### src/rtl/display_scan_mux.sv
// display_scan_mux: drives four 7-segment digits over one shared segment bus.
// Each digit slot starts with a blank dead-time and then drives the digit.
// All four digit patterns are snapshotted once per frame so a frame never
// mixes old and new time values.
// Optional readback decoder: define DISPLAY_SCAN_DECODE_EN to build it.
// Without it, dec_val is tied to 4'hF and dec_err to 0.
module display_scan_mux #(
    parameter int unsigned SCAN_DIV = 8,
    parameter int unsigned DEAD_CYC = 2
) (
    input  logic       clk,
    input  logic       rst,
    input  logic       en,
    input  logic [6:0] dp7_1,
    input  logic [6:0] dp7_2,
    input  logic [6:0] dp7_3,
    input  logic [6:0] dp7_4,
    output logic [6:0] seg,
    output logic [3:0] an,
    output logic [1:0] digit_idx,
    output logic       frame_tick,
    output logic [3:0] dec_val,
    output logic       dec_err
);

    localparam int unsigned CW = $clog2(SCAN_DIV);
    localparam logic [CW-1:0] CNT_LAST  = CW'(SCAN_DIV - 1);
    localparam logic [CW-1:0] DEAD_LAST = CW'(DEAD_CYC - 1);

    typedef enum logic {StBlank, StDrive} state_t;

    state_t        state;
    logic [CW-1:0] cnt;
    logic [6:0]    snap [4];
    logic [6:0]    seg_nxt;
    logic [3:0]    an_nxt;
    logic          wrap;
    logic          go_drive;

    // Next values of the segment bus and digit enables.
    always_comb begin
        wrap     = (cnt == CNT_LAST);
        go_drive = (state == StBlank) && (cnt == DEAD_LAST);
        seg_nxt  = '0;
        an_nxt   = '0;
        if (en && !wrap) begin
            if (go_drive) begin
                an_nxt  = 4'b0001 << digit_idx;
                // Slot 0 takes the live input: snap is only being loaded on this edge.
                seg_nxt = (digit_idx == 2'd0) ? dp7_1 : snap[digit_idx];
            end else if (state == StDrive) begin
                an_nxt  = an;
                seg_nxt = seg;
            end
        end
    end

    // Slot sequencer: counter, digit index, blank/drive state, snapshot and outputs.
    always_ff @(posedge clk or posedge rst) begin
        if (rst) begin
            state      <= StBlank;
            cnt        <= '0;
            digit_idx  <= 2'd0;
            seg        <= '0;
            an         <= '0;
            frame_tick <= 1'b0;
            for (int i = 0; i < 4; i++) begin
                snap[i] <= '0;
            end
        end else begin
            seg        <= seg_nxt;
            an         <= an_nxt;
            frame_tick <= en && go_drive && (digit_idx == 2'd0);
            if (!en) begin
                state     <= StBlank;
                cnt       <= '0;
                digit_idx <= 2'd0;
            end else if (wrap) begin
                state     <= StBlank;
                cnt       <= '0;
                digit_idx <= digit_idx + 2'd1;
            end else begin
                cnt <= cnt + CW'(1);
                if (go_drive) begin
                    state <= StDrive;
                    if (digit_idx == 2'd0) begin
                        snap[0] <= dp7_1;
                        snap[1] <= dp7_2;
                        snap[2] <= dp7_3;
                        snap[3] <= dp7_4;
                    end
                end
            end
        end
    end

`ifdef DISPLAY_SCAN_DECODE_EN
    // Decode the pattern being loaded into seg so dec_* line up with seg.
    always_ff @(posedge clk or posedge rst) begin
        if (rst) begin
            dec_val <= 4'hF;
            dec_err <= 1'b0;
        end else begin
            dec_err <= 1'b0;
            case (seg_nxt)
                7'b1111110: dec_val <= 4'd0;
                7'b0110000: dec_val <= 4'd1;
                7'b1101101: dec_val <= 4'd2;
                7'b1111001: dec_val <= 4'd3;
                7'b0110011: dec_val <= 4'd4;
                7'b1011011: dec_val <= 4'd5;
                7'b1011111: dec_val <= 4'd6;
                7'b1110000: dec_val <= 4'd7;
                7'b1111111: dec_val <= 4'd8;
                7'b1111011: dec_val <= 4'd9;
                7'b0000000: dec_val <= 4'hF;
                default: begin
                    dec_val <= 4'hE;
                    dec_err <= 1'b1;
                end
            endcase
        end
    end
`else
    assign dec_val = 4'hF;
    assign dec_err = 1'b0;
`endif

endmodule

### config.mk
export PLATFORM = sky130hd
export DESIGN_NAME = display_scan_mux
export DESIGN_NICKNAME = d
export VERILOG_FILES = /design/src/rtl/display_scan_mux.sv
export SDC_FILE = /design/constraint.sdc
export NUM_CORES = 1
export LEC_CHECK = 0
export ABC_AREA = 0
export CORE_ASPECT_RATIO = 0.9
export CORE_MARGIN = 3
export CORE_UTILIZATION = 52
export CTS_BUF_LIST = sky130_fd_sc_hd__clkbuf_8
export CTS_CLUSTER_DIAMETER = 40
export DETAILED_ROUTE_END_ITERATION = 10
export PLACE_DENSITY = 0.82
export SLEW_MARGIN = 0
export SYNTH_ARGS = -nofsm -noshare
export SYNTH_HDL_FRONTEND = slang
export SYNTH_SLANG_ARGS = --single-unit
### constraint.sdc
create_clock -name clk -period 2.27 [get_ports clk]
set_input_delay 0.227 -clock clk [delete_from_list [all_inputs] [get_ports clk]]
set_output_delay 0.227 -clock clk [all_outputs]
set_load 0.005 [all_outputs]
==> impl_results.md <==
* Outcome: finished, final reports clean
* Top cell type's share of synthesized area at 51.7%
* Multi-input logic area at 940 µm²
* Clk sink count at 46
* IO Port Bufs at 44
* Post_cts resized at 0
* N_diodes at 0
* Post-DRT Antenna Nets at 0
* DIE AREA at 5110 µm²
* CP startpoint kind: flop
* Via-per-instance ratio at 5.50
* Skew final at 0.0111 ns
* CTS max path bufs at 2
* Ports at 50
* Setup slack at placement at 0.242 ns
* Setup_tns at 0 ns
* Pwr per Cell Area at 786 nW/µm²
* Synth-to-layout area growth at 24.9%
* VDD IR max at 480 µV
* Fin nets at 234
* Crit-path slowest cell: dfrtp_1
* HP Class: in -> async
* Worst-path fanout max at 16
* Unrepaired setup endpoints after global routing: false
* Core Area at 3920 µm²
* Critical Path Sink Type: flop
* Fmax at 483 MHz
* Register area share after synthesis at 51.7%
* Die width at 75.0 µm
* CTS tree: done
* Reg2Reg Launch Point: cnt[1]$_DFF_PP0_
* Vias in the first global route at 1452
* Critical path class: reg -> reg
* Filler cells at 259
* Area leader, netlist: dfrtp_1
* RD Place Congestion at 0.742
* R2r setup slk at 0.20 ns
* Layout cells sized above 1 at 30.5%
* WP data arrival at 2.25 ns
* Netlist cell types at 25
* Clock period minus worst slack at 2.07 ns
* Final Max Tran Viols at 0
* Initial core utilization at 56.9%
* DRT Pass-1 Iters at 4
* First-pass GRT wire length at 7.09 mm
* Maximum capacitance violations at 0
* Yosys warning total at 0
* Drt initial violations at 88
* Clock root buffer: clkbuf_8
* Rel. slew slack at 49.3%
* Sequential cell area at 1150 µm²
* Syn avg cell area at 15.3 µm²
* Postcts setup bufs at 0
* # DRC at 0
* Yosys reg bits at 46
* Clock-pin slew on the worst setup and hold paths at 0.09 ns
* Grt ovf at 0
* All-Layer GR Usage at 18.8%
* Clock Latency Late Sink at 0.30 ns
* Worst-margin pin slew at 0.759 ns
* Hold Fails Final Rpt at 0
* Max H-tree Level at 2
* Wirelength, routed at 4.14 mm
* Final worst setup slack at 0.200 ns
* Largest net degree at the start of global routing at 29
* Cts bufs inserted at 5
* WP data required at 2.45 ns
* Post-DP HPWL at 3.02 mm
* Gate Count Post-Synth at 146
* Number of antenna violations at the first check in global routing at 0
* Via count at 1336
* Post-CTS Hold Buffers at 0
* Row Count at 21
* Die Height at 68.1 µm
* Setup-failing EPs final at 0
* Dominant cells by area after synthesis: dfrtp_1 52%, mux2_4 13%, mux4_2 7.1%
* Max stage delay on crit path at 0.39 ns
* Mapped cell area at 2230 µm²
* Crit share post-route at 91.2%
* Routed len/inst at 17.0 µm
* Leak Pwr at 1.26 nW
* Crit path from: cnt[1]$_DFF_PP0_
* CP cell instances: inv_1, ha_1, nor3b_4, and4b_2, buf_4, mux2_2
## final cells by class
class	count	area share, %
timing repair buffer	51	18.2
clock buffer	5	2.47
inverter	5	0.674
multi-input combinational	87	33.8
clock inverter	3	1.48
sequential	46	41.4
tap	46	2.07
## state kept, by name, summed over array words and instances, names as in the netlist
signal and flops:
frame_tick 1, snap 28, an 4, seg 7, state 1, digit_idx 2, cnt 3
## placed cells by master, fill, tap and decap left out
cell type,netlist,routed
a21o_1,1,1
a21oi_1,3,3
a221o_1,7,7
and2_1,2,2
and3_2,8,8
and4b_2,0,1
buf_12,3,1
buf_4,5,6
bufinv_16,0,1
clkbuf_8,0,5
clkdlybuf4s50_1,0,44
clkinvlp_4,0,1
conb_1,2,5
dfrtp_1,46,46
ha_1,7,7
inv_1,5,5
inv_2,0,1
mux2_2,8,8
mux2_4,20,20
mux2i_1,1,1
mux4_2,7,7
nand2_1,3,3
nand2b_1,1,1
nand3_1,3,3
nor2_1,5,5
nor2b_1,2,2
nor3b_1,1,1
nor3b_4,1,1
xor2_1,1,1
## layer usage
layer	vias up	global-route usage, %	part of all wire [%]
met5	-	0	0
met4	0	4.67	0.65
met3	2	4.99	6.1
met2	42	31.8	51
met1	681	24.0	42
li1	611	-	-
## power breakdown
part	leakage (nW)	total [mW]	switching, mW	internal [mW]
clock network	0.0556	0.602	0.278	0.324
registers	0.578	1.11	0.108	1.01
logic	0.623	0.470	0.127	0.343
## critical path: cells and delay by family, from the launching register on
kind,cells,cell delay (ns)
flops,1,0.39
simple gates,2,0.69
fa+ha+maj,1,0.15
mux,1,0.37
buf+inv,2,0.34
## per-stage QoR
stage	total power, mW	instances	utilization (%)	hold WS [ns]	cell area (µm²)
2_1_floorplan	1.46	149	-	0.356	2240
5_1_grt	2.29	243	71.1	0.358	2780
4_1_cts	2.20	243	71.1	0.329	2780
3_3_place_gp	1.57	235	68.3	0.450	2670
3_5_place_dp	1.60	235	68.3	0.478	2670
6_report	2.19	243	71.1	0.302	2780
## path summary, 6_finish.rpt
kind                                              to  cells past startpoint
worst min register to register      cnt[0]$_DFF_PP0_                      1
worst min-delay path             snap[8]$_DFFE_PP0P_                      2
worst max register to register  snap[15]$_DFFE_PP0P_                      6
max in group asynchronous       snap[24]$_DFFE_PP0P_                      3
min in group clk                    cnt[0]$_DFF_PP0_                      1
worst max-delay path            snap[15]$_DFFE_PP0P_                      6
## synth_stat cells
cell type,n
nand2_1,3
buf_12,3
nor3b_1,1
inv_1,5
and4b_1,1
nand2b_1,1
mux2_4,20
buf_6,3
a221o_1,7
a21o_1,1
a21oi_1,3
mux2_2,8
and3_2,8
ha_1,7
nor2_1,5
mux4_2,7
xor2_1,1
and2_1,2
dfrtp_1,46
nor3b_4,1
buf_4,5
nand3_1,3
conb_1,2
nor2b_1,2
mux2i_1,1
## logic make-up after synthesis
family	count (synthesis)	share of synthesized area, %
muxes	36	25.0
other	2	0.337
and+or+nand+nor	27	7.75
buffers and inverters	16	6.74
adders and majority gates	7	3.93
AOI/OAI and AO/OA	11	4.16
xor gates and xnor gates	1	0.393
DFF	46	51.7
No activity file was read; power rests on OpenSTA's default activity.
